## src/rtl/id_ex_stage_pkg.sv

```systemverilog
// Shared RV32I decode constants and small opcode classification helpers
// used by the decode stage and its immediate generator.
package id_ex_stage_pkg;

  localparam logic [6:0] OPC_LUI    = 7'b0110111;
  localparam logic [6:0] OPC_AUIPC  = 7'b0010111;
  localparam logic [6:0] OPC_JAL    = 7'b1101111;
  localparam logic [6:0] OPC_JALR   = 7'b1100111;
  localparam logic [6:0] OPC_BRANCH = 7'b1100011;
  localparam logic [6:0] OPC_LOAD   = 7'b0000011;
  localparam logic [6:0] OPC_STORE  = 7'b0100011;
  localparam logic [6:0] OPC_OP_IMM = 7'b0010011;
  localparam logic [6:0] OPC_OP     = 7'b0110011;

  typedef enum logic [2:0] {
    IMM_NONE = 3'd0,
    IMM_I    = 3'd1,
    IMM_S    = 3'd2,
    IMM_B    = 3'd3,
    IMM_U    = 3'd4,
    IMM_J    = 3'd5
  } imm_type_e;

  // Immediate format carried by each opcode; anything else has no immediate.
  function automatic imm_type_e imm_type_of(input logic [6:0] opcode);
    case (opcode)
      OPC_OP_IMM, OPC_LOAD, OPC_JALR: imm_type_of = IMM_I;
      OPC_STORE:                      imm_type_of = IMM_S;
      OPC_BRANCH:                     imm_type_of = IMM_B;
      OPC_LUI, OPC_AUIPC:             imm_type_of = IMM_U;
      OPC_JAL:                        imm_type_of = IMM_J;
      default:                        imm_type_of = IMM_NONE;
    endcase
  endfunction

  // rs1 is read by everything except the U-type and JAL formats.
  function automatic logic uses_rs1(input logic [6:0] opcode);
    case (opcode)
      OPC_LUI, OPC_AUIPC, OPC_JAL: uses_rs1 = 1'b0;
      default:                     uses_rs1 = 1'b1;
    endcase
  endfunction

  // rs2 is read only by register-register ALU ops, stores and branches.
  function automatic logic uses_rs2(input logic [6:0] opcode);
    case (opcode)
      OPC_OP, OPC_STORE, OPC_BRANCH: uses_rs2 = 1'b1;
      default:                       uses_rs2 = 1'b0;
    endcase
  endfunction

  // Opcodes whose result is written back to rd.
  function automatic logic writes_rd(input logic [6:0] opcode);
    case (opcode)
      OPC_OP, OPC_OP_IMM, OPC_LOAD, OPC_LUI,
      OPC_AUIPC, OPC_JAL, OPC_JALR: writes_rd = 1'b1;
      default:                      writes_rd = 1'b0;
    endcase
  endfunction

endpackage

```

## src/rtl/id_ex_stage_imm_gen.sv

```systemverilog
// Combinational immediate decoder: instruction word -> sign-extended immediate.
module id_ex_stage_imm_gen
  import id_ex_stage_pkg::*;
#(
  parameter int XLEN = 32
) (
  input  logic [31:0]     instr,
  output logic [XLEN-1:0] imm
);

  logic [31:0] imm32_s;

  // Reassemble the scattered immediate bits for the format implied by the opcode.
  always_comb begin
    imm32_s = 32'd0;
    case (imm_type_of(instr[6:0]))
      IMM_I:   imm32_s = {{20{instr[31]}}, instr[31:20]};
      IMM_S:   imm32_s = {{20{instr[31]}}, instr[31:25], instr[11:7]};
      IMM_B:   imm32_s = {{19{instr[31]}}, instr[31], instr[7], instr[30:25], instr[11:8], 1'b0};
      IMM_U:   imm32_s = {instr[31:12], 12'd0};
      IMM_J:   imm32_s = {{11{instr[31]}}, instr[31], instr[19:12], instr[20], instr[30:21], 1'b0};
      default: imm32_s = 32'd0;
    endcase
  end

  assign imm = XLEN'($signed(imm32_s));

endmodule

```

## src/rtl/id_ex_stage.sv

```systemverilog
// Decode / operand-fetch stage and ID/EX pipeline register. Resolves operands
// through the EX/MEM/WB bypass network, detects load-use hazards and holds a
// saturating count of stall cycles.
module id_ex_stage
  import id_ex_stage_pkg::*;
#(
  parameter int XLEN  = 32,
  parameter int CNT_W = 32
) (
  input  logic             clk,
  input  logic             reset,
  input  logic             id_valid,
  input  logic [31:0]      id_instr,
  input  logic [XLEN-1:0]  id_pc,
  input  logic             flush,
  output logic [4:0]       rf_op1_addr,
  output logic [4:0]       rf_op2_addr,
  input  logic [XLEN-1:0]  rf_op1_data,
  input  logic [XLEN-1:0]  rf_op2_data,
  input  logic             ex_fwd_en,
  input  logic [4:0]       ex_fwd_rd,
  input  logic [XLEN-1:0]  ex_fwd_value,
  input  logic             mem_fwd_en,
  input  logic [4:0]       mem_fwd_rd,
  input  logic [XLEN-1:0]  mem_fwd_value,
  input  logic             wb_fwd_en,
  input  logic [4:0]       wb_fwd_rd,
  input  logic [XLEN-1:0]  wb_fwd_value,
  output logic             stall,
  output logic             ex_valid,
  output logic [XLEN-1:0]  ex_pc,
  output logic [XLEN-1:0]  ex_op1,
  output logic [XLEN-1:0]  ex_op2,
  output logic [XLEN-1:0]  ex_imm,
  output logic [4:0]       ex_rd,
  output logic [6:0]       ex_opcode,
  output logic [2:0]       ex_funct3,
  output logic             ex_funct7b5,
  output logic             ex_is_load,
  output logic             ex_reg_write,
  output logic [CNT_W-1:0] stall_cnt
);

  logic [6:0]      opcode_s;
  logic [4:0]      rs1_s;
  logic [4:0]      rs2_s;
  logic [4:0]      rd_s;
  logic [XLEN-1:0] op1_s;
  logic [XLEN-1:0] op2_s;
  logic [XLEN-1:0] imm_s;
  logic            stall_s;
  logic            live_s;

  assign opcode_s    = id_instr[6:0];
  assign rd_s        = id_instr[11:7];
  assign rs1_s       = id_instr[19:15];
  assign rs2_s       = id_instr[24:20];
  assign rf_op1_addr = rs1_s;
  assign rf_op2_addr = rs2_s;

  id_ex_stage_imm_gen #(.XLEN(XLEN)) u_imm_gen (
    .instr (id_instr),
    .imm   (imm_s)
  );

  // rs1 bypass: youngest in-flight producer wins; WB covers the same-cycle file write.
  always_comb begin
    op1_s = rf_op1_data;
    if (rs1_s == 5'd0) begin
      op1_s = '0;
    end else if (ex_fwd_en && (ex_fwd_rd == rs1_s)) begin
      op1_s = ex_fwd_value;
    end else if (mem_fwd_en && (mem_fwd_rd == rs1_s)) begin
      op1_s = mem_fwd_value;
    end else if (wb_fwd_en && (wb_fwd_rd == rs1_s)) begin
      op1_s = wb_fwd_value;
    end else begin
      op1_s = rf_op1_data;
    end
  end

  // rs2 bypass, same priority as rs1.
  always_comb begin
    op2_s = rf_op2_data;
    if (rs2_s == 5'd0) begin
      op2_s = '0;
    end else if (ex_fwd_en && (ex_fwd_rd == rs2_s)) begin
      op2_s = ex_fwd_value;
    end else if (mem_fwd_en && (mem_fwd_rd == rs2_s)) begin
      op2_s = mem_fwd_value;
    end else if (wb_fwd_en && (wb_fwd_rd == rs2_s)) begin
      op2_s = wb_fwd_value;
    end else begin
      op2_s = rf_op2_data;
    end
  end

  // Load-use hazard: load data is not available from EX, so hold ID one cycle
  // until the load reaches MEM. Flush and reset both suppress the stall.
  always_comb begin
    stall_s = 1'b0;
    if (reset || flush || !id_valid) begin
      stall_s = 1'b0;
    end else if (ex_valid && ex_is_load && (ex_rd != 5'd0)) begin
      stall_s = (uses_rs1(opcode_s) && (rs1_s == ex_rd)) ||
                (uses_rs2(opcode_s) && (rs2_s == ex_rd));
    end else begin
      stall_s = 1'b0;
    end
  end

  assign stall  = stall_s;
  assign live_s = id_valid && !flush && !stall_s;

  // ID/EX register: loads every cycle; control bits become a bubble when not live.
  always_ff @(posedge clk) begin
    if (reset) begin
      ex_valid     <= 1'b0;
      ex_pc        <= '0;
      ex_op1       <= '0;
      ex_op2       <= '0;
      ex_imm       <= '0;
      ex_rd        <= 5'd0;
      ex_opcode    <= 7'd0;
      ex_funct3    <= 3'd0;
      ex_funct7b5  <= 1'b0;
      ex_is_load   <= 1'b0;
      ex_reg_write <= 1'b0;
    end else begin
      ex_valid     <= live_s;
      ex_pc        <= id_pc;
      ex_op1       <= op1_s;
      ex_op2       <= op2_s;
      ex_imm       <= imm_s;
      ex_rd        <= rd_s;
      ex_opcode    <= opcode_s;
      ex_funct3    <= id_instr[14:12];
      ex_funct7b5  <= id_instr[30];
      ex_is_load   <= live_s && (opcode_s == OPC_LOAD);
      ex_reg_write <= live_s && writes_rd(opcode_s) && (rd_s != 5'd0);
    end
  end

  // Saturating count of stalled cycles.
  always_ff @(posedge clk) begin
    if (reset) begin
      stall_cnt <= '0;
    end else if (stall_s && (stall_cnt != {CNT_W{1'b1}})) begin
      stall_cnt <= stall_cnt + CNT_W'(1);
    end else begin
      stall_cnt <= stall_cnt;
    end
  end

endmodule

```

## config.mk

```make
export PLATFORM = sky130hd
export DESIGN_NAME = id_ex_stage
export DESIGN_NICKNAME = d
export VERILOG_FILES = /design/src/rtl/id_ex_stage_pkg.sv /design/src/rtl/id_ex_stage_imm_gen.sv /design/src/rtl/id_ex_stage.sv
export SDC_FILE = /design/constraint.sdc
export NUM_CORES = 1
export LEC_CHECK = 0
export BUFFER_PORTS_ARGS = -buffer_cell sky130_fd_sc_hd__buf_2
export CAP_MARGIN = 20
export CORE_AREA = 5 5 167 169
export DETAILED_ROUTE_END_ITERATION = 7
export DIE_AREA = 0 0 172 174
export PLACE_DENSITY = 0.7
export SLEW_MARGIN = 40
export SYNTH_ARGS = -nofsm -noshare
export SYNTH_HDL_FRONTEND = slang
export SYNTH_SLANG_ARGS = --single-unit
```

## constraint.sdc

```tcl
create_clock -name clk -period 2.9 [get_ports clk]
set_input_delay 0.29 -clock clk [delete_from_list [all_inputs] [get_ports clk]]
set_output_delay 0.29 -clock clk [all_outputs]
set_load 0.02 [all_outputs]
```

==> flow_summary.toml, run 1 <==
[die]
core_um2 = 26430
die_width_um = 172
die_area_um2 = 29930
ioPinCount = 436
die_h_um = 174
start_util_pct = 30.71
rows = 60

[timing]
slew_headroom_pct = 57.92
setup_viol = 0
skew_ps = 9.503
maxSlewViolCount = 0
period_needed_ps = 2712
hold_viol = 0
tightestPinTransition_ps = 631.2
fmax_ghz = 0.3687
fin_crit_sh_pct = 93.53
setup-tns-final_ps = 0
rsz0062_at_grt = "no"

[yosys]
yosys_warnings = 0
avgSynthCellArea_um2 = 9.098
ys_seq_area_share_pct = 44.16
syn_nets = 1139
syn_inst = 892
ys.flop_type = "dfxtp_1"
synth_seq_cells = 179
synth_cell_types = 51
synth-async-reset-ratio_pct = 0
synth_edf_count = 0
netlist_area_um2 = 8115

[power_and_ir_drop]
p_leak_nw = 5.322
power_frac_comb_pct = 14.8
p_seq_share_pct = 45.0
pwr-share-clk_pct = 40.2
vdd_drop_max_uv = 339.6
switchingPower_mw = 1.683
powerDensity_nw_per_um2 = 512.3
switching_share_pct = 29.24
p_int_mw = 4.072

[cts]
h-tree-depth = 4
cts_root_buf = "clkbuf_16"
cts-buffers-inserted = 17
cts_tree = "built"
insertion_delay_ps = 430
cts_setup_buffers = 0
clock_path_buffers = 2
clock-sinks = 179
post_cts_resized = 0
clkSlewWorstSetupHoldPaths_ps = 90
cts-hold-fix-buffers = 0

[cells_and_area]
final_area_um2 = 11230
n_fill_cell = 2693
layout.nets = 1537
instances_no_fill = 1647
drive_gt1_share_pct = 40.14
layout_common_cells = "435 x buf_2, 179 x dfxtp_1, 104 x a21oi_1"
final_common_cell = "buf_2"
final_core_util_pct = 42.51
synthToLayoutAreaGrowth_pct = 38.42

[drt]
dr.pass1.iters = 5
wire_per_inst_um = 19.44
vias_per_cell = 5.087
vias = 8379
drc = 0
drtIter0Drc = 472
drtAntennaViolNets = 0
wirelength_um = 32030

[status]
status = "finished clean"

[placement]
io_buffers = 435
placed_cells = 1612
placed_area_um2 = 10640
hpwl_um = 24750
place_congestion = 0.9763

[global_route]
grtUsageTotal_pct = 20.05
grt_pass1_vias = 8116
grt-ovfl-total = 0
grt_max_degree = 65
grt_pass1_wl_um = 46700
antenna_found_initial = 4

[worst_setup_path]
reg2reg_from = "ex_rd[2]"
crit_required_ps = 2610
r2r_setup_slack_ps = 430
r2r-end = "stall_cnt[24]"
crit_fanout = 56
slowest_delay_ps = 540
crit_chain = "or4_1, o2111a_1, nor4b_1, a21oi_4, buf_12, inv_1, buf_2"
arrival_ps = 2420
r2r.worst_path.cells = 7
path_buf_inv = 3
critPathCaptureType = "output port"
startpoint_type = "flip-flop"
crit_slowest_cell = "or4_1"
critical_path_class = "flip-flop to output port"
critical_path.top_delay_family = "simple AND/OR/NAND/NOR gates"

[job]
cap_violations = 0

[hold_path]
worstHoldEndpoint = "ex_op1[10]"
hp-class = "input port to flip-flop"
hold_depth = 2
worstHoldStart = "ex_fwd_value[10]"
==> sequential cells by signal, summed over array words and instances (netlist names) <==
name / cells
ex_funct3: 3
ex_funct7b5: 1
ex_imm: 32
ex_is_load: 1
ex_op1: 32
ex_op2: 32
ex_opcode: 7
ex_pc: 32
ex_rd: 5
ex_reg_write: 1
ex_valid: 1
stall_cnt: 32
==> cell families (layout without fill, tap and decap cells) <==
logic type	Yosys count	after routing	share of synthesized area, %
xor+xnor	40	40	4.317
fa+ha+maj	1	1	0.1542
compound gates	275	275	20.55
simple gates	230	230	16.13
mux	76	76	9.559
flops	179	179	44.16
other cells	0	3	0
buf+inv	91	502	5.134
==> worst max path at each step <==
stage,start,to,slack (ps),depth (start not counted)
floorplan,stall_cnt[9],stall_cnt[2],620,8
global placement,reset,stall_cnt[10],260,8
detailed placement,reset,stall_cnt[6],150,8
CTS,ex_rd[1],stall,170,7
global route,ex_rd[1],stall,60,7
finish,ex_rd[1],stall,190,7
==> metal layers <==
layer,vias up,GRT usage (%),share of wire [%]
li1,3982,-,-
met1,3948,25.81,42
met2,388,31.78,46
met5,-,0,0
met3,61,6.300,9.1
met4,0,6.780,3.3
==> Yosys cell counts (2+ instances only) <==
master,instances,area (um2)
buf_6,3,33.78
nand3_1,24,120.1
mux2_2,12,135.1
inv_1,7,26.28
a21oi_1,104,520.5
xnor2_1,15,131.4
xor2_1,25,219.0
nand2_1,32,120.1
a31oi_1,2,12.51
dfxtp_1,179,3583
and3_1,5,31.28
o31ai_1,18,135.1
o21ai_0,70,350.3
mux2i_1,64,640.6
a22oi_1,4,30.03
clkbuf_1,59,221.5
a21o_1,64,480.5
nand4_1,10,62.56
nor4b_1,2,17.52
nor4_1,17,106.4
or3b_2,2,17.52
buf_4,11,82.58
nor2_1,32,120.1
nand4b_1,2,17.52
buf_2,8,40.04
nor3_1,4,20.02
and2_1,9,56.30
buf_1,2,7.510
or3_1,6,37.54
nor2b_1,59,369.1
or4_1,21,157.7
==> power groups by stage <==
stage          clock network, mW  registers, mW  logic, mW
2_1_floorplan                  0           2.78      0.305
3_3_place_gp                   0           2.64      0.839
3_5_place_dp                   0           2.65      0.854
4_1_cts                     2.38           2.59      0.858
5_1_grt                     2.49           2.60      0.926
6_report                    2.31           2.59      0.852
==> metrics by stage <==
step	hold slack [ps]	power (mW)	worst slack, ps
2_1_floorplan	368.5	3.086	616.7
3_3_place_gp	478.5	3.484	262.7
3_5_place_dp	489.5	3.501	152.9
4_1_cts	43.53	5.826	171.9
5_1_grt	43.04	6.012	58.04
6_report	63.43	5.755	187.8
==> area by class of cell <==
type                       count  area (um2)  area share (%)
clock buffer                  17       425.4           3.787
timing repair buffer         463        2429           21.62
clock inverter                15       160.2           1.426
antenna                        3       7.507         0.06683
inverter                       7       26.28          0.2339
sequential                   179        3583           31.90
tap                          341       426.7           3.798
multi-input combinational    622        4175           37.17
No activity file was read; power rests on OpenSTA's default activity.
==> inputs of run 2 (changes only) <==
--- a/config.mk
+++ b/config.mk
@@ -5,12 +5,14 @@
 export SDC_FILE = /design/constraint.sdc
 export NUM_CORES = 1
 export LEC_CHECK = 0
-export BUFFER_PORTS_ARGS = -buffer_cell sky130_fd_sc_hd__buf_2
 export CAP_MARGIN = 20
 export CORE_AREA = 5 5 167 169
 export DETAILED_ROUTE_END_ITERATION = 7
 export DIE_AREA = 0 0 172 174
-export PLACE_DENSITY = 0.7
+export DONT_BUFFER_PORTS = 1
+export MAX_ROUTING_LAYER = met4
+export PLACE_DENSITY = 0.56
+export SETUP_SLACK_MARGIN = 0.5
 export SLEW_MARGIN = 40
 export SYNTH_ARGS = -nofsm -noshare
 export SYNTH_HDL_FRONTEND = slang
==> flow_summary.toml, run 2 (same netlist as run 1, synthesis figures left out) <==
[status]
status = "finished clean"

[die]
ioPinCount = 436
rows = 60
die_h_um = 174
die_area_um2 = 29930
core_um2 = 26430
die_width_um = 172
start_util_pct = 30.71

[global_route]
antenna_found_initial = 1
grt_pass1_wl_um = 44460
grt-ovfl-total = 0
grt_pass1_vias = 7049
grt_max_degree = 73
grtUsageTotal_pct = 20.02

[power_and_ir_drop]
powerDensity_nw_per_um2 = 542.0
p_int_mw = 3.975
switchingPower_mw = 1.570
pwr-share-clk_pct = 41.9
p_leak_nw = 3.880
p_seq_share_pct = 49.5
power_frac_comb_pct = 8.6
vdd_drop_max_uv = 358.3
switching_share_pct = 28.32

[timing]
tightestPinTransition_ps = 726.1
maxSlewViolCount = 0
hold_viol = 0
fin_crit_sh_pct = 84.06
setup-tns-final_ps = 0
period_needed_ps = 2438
slew_headroom_pct = 51.41
fmax_ghz = 0.4102
setup_viol = 0
rsz0062_at_grt = "yes"
skew_ps = 14.55

[cells_and_area]
drive_gt1_share_pct = 13.31
layout_common_cells = "170 x dfxtp_1, 99 x a21oi_1, 92 x dlygate4sd3_1"
n_fill_cell = 2644
layout.nets = 1203
n_antenna_cell = 0
synthToLayoutAreaGrowth_pct = 26.06
final_common_cell = "dfxtp_1"
final_area_um2 = 10230

[worst_setup_path]
critical_path_class = "flip-flop to output port"
crit_required_ps = 2610
startpoint_type = "flip-flop"
critPathCaptureType = "output port"
crit_fanout = 2
r2r-end = "stall_cnt[5]"
r2r_setup_slack_ps = 510
r2r.worst_path.cells = 9
arrival_ps = 2150
cp-startpoint = "ex_rd[2]"
reg2reg_from = "ex_rd[2]"

[drt]
drc = 0
vias_per_cell = 5.436
drtIter0Drc = 474
wire_per_inst_um = 23.63
wirelength_um = 30950
dr.pass1.iters = 5
drtAntennaViolNets = 0
vias = 7121

[cts]
cts_root_buf = "clkbuf_16"
clock-sinks = 179
cts_tree = "built"
clkSlewWorstSetupHoldPaths_ps = 80
insertion_delay_ps = 430
h-tree-depth = 4
clock_path_buffers = 2
cts-buffers-inserted = 17

[placement]
place_congestion = 0.8632
io_buffers = 0
placed_area_um2 = 8446
hpwl_um = 21790

[hold_path]
worstHoldStart = "ex_fwd_value[25]"
worstHoldEndpoint = "ex_op1[25]"
hp-class = "input port to flip-flop"
hold_depth = 1

[job]
cap_violations = 0
-- run 2: changes by cell type in the layout (fill, tap and decap cells not counted), moves of 8 or more --
cell,before,now
nor4_1,17,8
dlygate4sd3_1,0,92
dfxtp_1,179,170
dfxtp_2,0,8
nor4_2,0,9
buf_2,435,0
-- run 2: metrics by stage --
| step | setup WS (ps) | power, mW | hold WS (ps) | util (%) | cells |
|---|---|---|---|---|---|
| after global routing | 386.2 | 5.808 | 1.109 | 38.71 | 1310 |
| after CTS | 429.3 | 5.612 | 2.316 | 37.92 | 1301 |
| after floorplan | 616.7 | 3.086 | 368.5 | - | 892 |
| after global placement | 468.9 | 3.130 | 368.1 | 31.87 | 1175 |
| after detailed placement | 444.1 | 3.135 | 368.6 | 31.96 | 1177 |
| final | 462.3 | 5.545 | 25.04 | 38.71 | 1310 |
-- run 2: worst max-delay path by stage --
stage               endpoint  slack (ps)  cells past startpoint
2_1_floorplan   stall_cnt[2]         620                      8
3_3_place_gp   stall_cnt[10]         470                      7
3_5_place_dp   stall_cnt[10]         440                      7
4_1_cts                stall         430                      7
5_1_grt         ex_reg_write         390                      9
6_report               stall         460                      7
-- run 2: repair_timing --
item / in CTS / in global routing
gates cloned: 2 / 0
hold endpoints to repair: 159 / 9
pin swaps: 0 / 10
hold buffers: 84 / 9
setup buffers: 6 / 0
endpoints found under the setup margin: 8 / 30
resized for setup: 7 / 31
-- run 2: power groups by stage --
stage	clock network (mW)	registers (mW)	logic, mW
after floorplan	0	2.78	0.305
after global placement	0	2.81	0.324
after detailed placement	0	2.80	0.331
after CTS	2.40	2.75	0.464
after global routing	2.53	2.75	0.525
final	2.32	2.74	0.478
-- run 2: worst max-delay path: stages, from the launching register on --
cell      delay [ps]
dfxtp_4          350
or4_4            530
o2111a_1         290
buf_6            130
a21oi_4          170
buf_12           120
inv_4             20
buf_6            110
-- run 2: layout make-up --
cell class                      instances  area (um2)  area share (%)
Multi-Input combinational cell        622        4289           41.93
Sequential cell                       179        3597           35.16
Timing Repair Buffer                  129        1304           12.74
Tap cell                              341       426.7           4.171
Clock buffer                           17       425.4           4.159
Clock inverter                         15       158.9           1.553
Inverter                                7       28.78          0.2813
-- run 2: layer usage --
metal,part of all wire [%],global-route usage [%],wire [um]
met1,40,24.92,12470
met4,2.2,5.896,684
met5,0,-,0
met2,48,31.55,14830
met3,9.6,5.777,2968
==> inputs of run 3 (changes only) <==
--- a/config.mk
+++ b/config.mk
@@ -11,7 +11,7 @@
 export DIE_AREA = 0 0 172 174
 export DONT_BUFFER_PORTS = 1
 export MAX_ROUTING_LAYER = met4
-export PLACE_DENSITY = 0.56
+export PLACE_DENSITY = 0.57
 export SETUP_SLACK_MARGIN = 0.5
 export SLEW_MARGIN = 40
 export SYNTH_ARGS = -nofsm -noshare
==> constraint.sdc (replaced) <==
create_clock -name clk -period 2.09 [get_ports clk]
set_input_delay 0.209 -clock clk [delete_from_list [all_inputs] [get_ports clk]]
set_output_delay 0.209 -clock clk [all_outputs]
set_load 0.02 [all_outputs]
==> flow_summary.toml, run 3 (same netlist as run 1, synthesis figures left out) <==
[drt]
drtIter0Drc = 428
vias_per_cell = 5.412
wire_per_inst_um = 24.99
dr.pass1.iters = 6
drtAntennaViolNets = 0
drc = 0
wirelength_um = 34540
vias = 7479

[cts]
cts_root_buf = "clkbuf_16"
clkSlewWorstSetupHoldPaths_ps = 90
clock-sinks = 179
clock_path_buffers = 2
cts-buffers-inserted = 17
h-tree-depth = 4
insertion_delay_ps = 430
cts_tree = "built"

[worst_setup_path]
path_buf_inv = 3
cp_common_cell = "buf_4"
crit_chain = "buf_4, xnor2_2, nand3_2, nor4b_4, a21oi_4, buf_4, bufbuf_16, or4_1, a21oi_1"
r2r.worst_path.cells = 9
crit_slowest_cell = "or4_1"
arrival_ps = 2720
slowest_delay_ps = 520
reg2reg_from = "ex_rd[4]"
critical_path.top_delay_family = "simple AND/OR/NAND/NOR gates"
critical_path_class = "flip-flop to flip-flop"
startpoint_type = "flip-flop"
crit_fanout = 14
critPathCaptureType = "flip-flop"
r2r_setup_slack_ps = -270
crit_required_ps = 2450
r2r-end = "stall_cnt[4]"

[timing]
hold_viol = 0
maxSlewViolCount = 0
tightestPinTransition_ps = 573.3
fin_ws_ps = -273.7
slew_headroom_pct = 61.78
setup-tns-final_ps = -4414
fmax_ghz = 0.4231
setup_viol = 34
fin_crit_sh_pct = 113.1
hold_ws_ps = 23.60
rsz0062_at_grt = "yes"
period_needed_ps = 2364
skew_ps = 24.44

[power_and_ir_drop]
vdd_drop_max_uv = 505.9
powerDensity_nw_per_um2 = 696.4
p_leak_nw = 4.367

[status]
violations = "setup timing"
status = "complete, but fails checks"

[die]
start_util_pct = 30.71
rows = 60
die_area_um2 = 29930
die_width_um = 172
core_um2 = 26430
ioPinCount = 436
die_h_um = 174

[cells_and_area]
final_area_um2 = 11190
drive_gt1_share_pct = 22.57
final_common_cell = "dfxtp_1"
layout.nets = 1276
register_area_um2 = 3613
synthToLayoutAreaGrowth_pct = 37.85
layout_common_cells = "159 x dfxtp_1, 102 x dlygate4sd3_1, 86 x a21oi_1"
final_core_util_pct = 42.33
multiInputGateArea_um2 = 4522
n_fill_cell = 2512
n_antenna_cell = 0

[placement]
hpwl_um = 24600
placed_area_um2 = 9168
place_congestion = 0.8509
dpl_worst_slack_ps = -106.3
io_buffers = 0

[global_route]
grtUsageTotal_pct = 22.28
met3_usage_pct = 8.756
top_usage_layer = "met2"
antenna_found_initial = 0
grt-ovfl-total = 0
grt_max_degree = 71
grtUsageMet2_pct = 37.80
grt_pass1_wl_um = 48700
grt_use_met1_pct = 23.20
grt_pass1_vias = 7537

[hold_path]
worstHoldEndpoint = "ex_imm[4]"
hp-class = "input port to flip-flop"
hold_depth = 2
worstHoldStart = "id_instr[11]"

[job]
cap_violations = 0
[run 3: cell count changes in the layout (fill, tap and decap cells not counted), sizes merged]
cell | before | now
inv | 15 | 13
clkinvlp | 4 | 1
buf | 36 | 96
dlymetal6s4s | 0 | 3
dlygate4sd3 | 92 | 102
clkinv | 3 | 7
[run 3: repair_timing]
action / in CTS / in global routing
pin swaps: 14 / 15
endpoints found under the hold margin: 168 / 2
hold buffers: 102 / 6
resized for setup: 13 / 43
setup buffers: 7 / 4
setup endpoints to repair: 36 / 66
cloned: 1 / 0
[run 3: layout make-up]
| class | instances | share of cell area, % |
|---|---|---|
| multi-input cells | 622 | 40.42 |
| flip-flops and latches | 179 | 32.30 |
| repair buffers | 202 | 17.96 |
| well taps | 341 | 3.814 |
| clock buffers | 17 | 3.803 |
| clock inverters | 14 | 1.443 |
| inverters | 7 | 0.2572 |
[run 3: where the power goes]
part | internal (mW) | leakage (nW) | switching, mW
clock network | 1.61 | 0.283 | 1.64
registers | 3.55 | 1.48 | 0.250
logic | 0.410 | 2.60 | 0.334
total | 5.57 | 4.37 | 2.22
[run 3: stage by stage]
step	total power, mW	cells
CTS	7.864	1373
floorplan	4.315	892
finish	7.790	1382
detailed placement	4.389	1232
global route	8.125	1382
global placement	4.367	1227
[run 3: routing by layer]
| layer | share of wire (%) | wire [um] |
|---|---|---|
| met1 | 36 | 12350 |
| met2 | 50 | 17210 |
| met3 | 11 | 3746 |
| met4 | 3.6 | 1231 |
| met5 | 0 | 0 |
[run 3: worst max path at each step]
stage / start / end / slack, ps / cells after the start
after global routing: ex_rd[1] / stall / -320 / 7
after CTS: ex_rd[1] / stall / -290 / 7
after floorplan: ex_rd[4] / ex_reg_write / -20 / 9
after global placement: ex_rd[4] / stall_cnt[1] / -70 / 7
final: ex_rd[4] / stall_cnt[4] / -270 / 9
after detailed placement: ex_rd[4] / stall_cnt[20] / -110 / 7
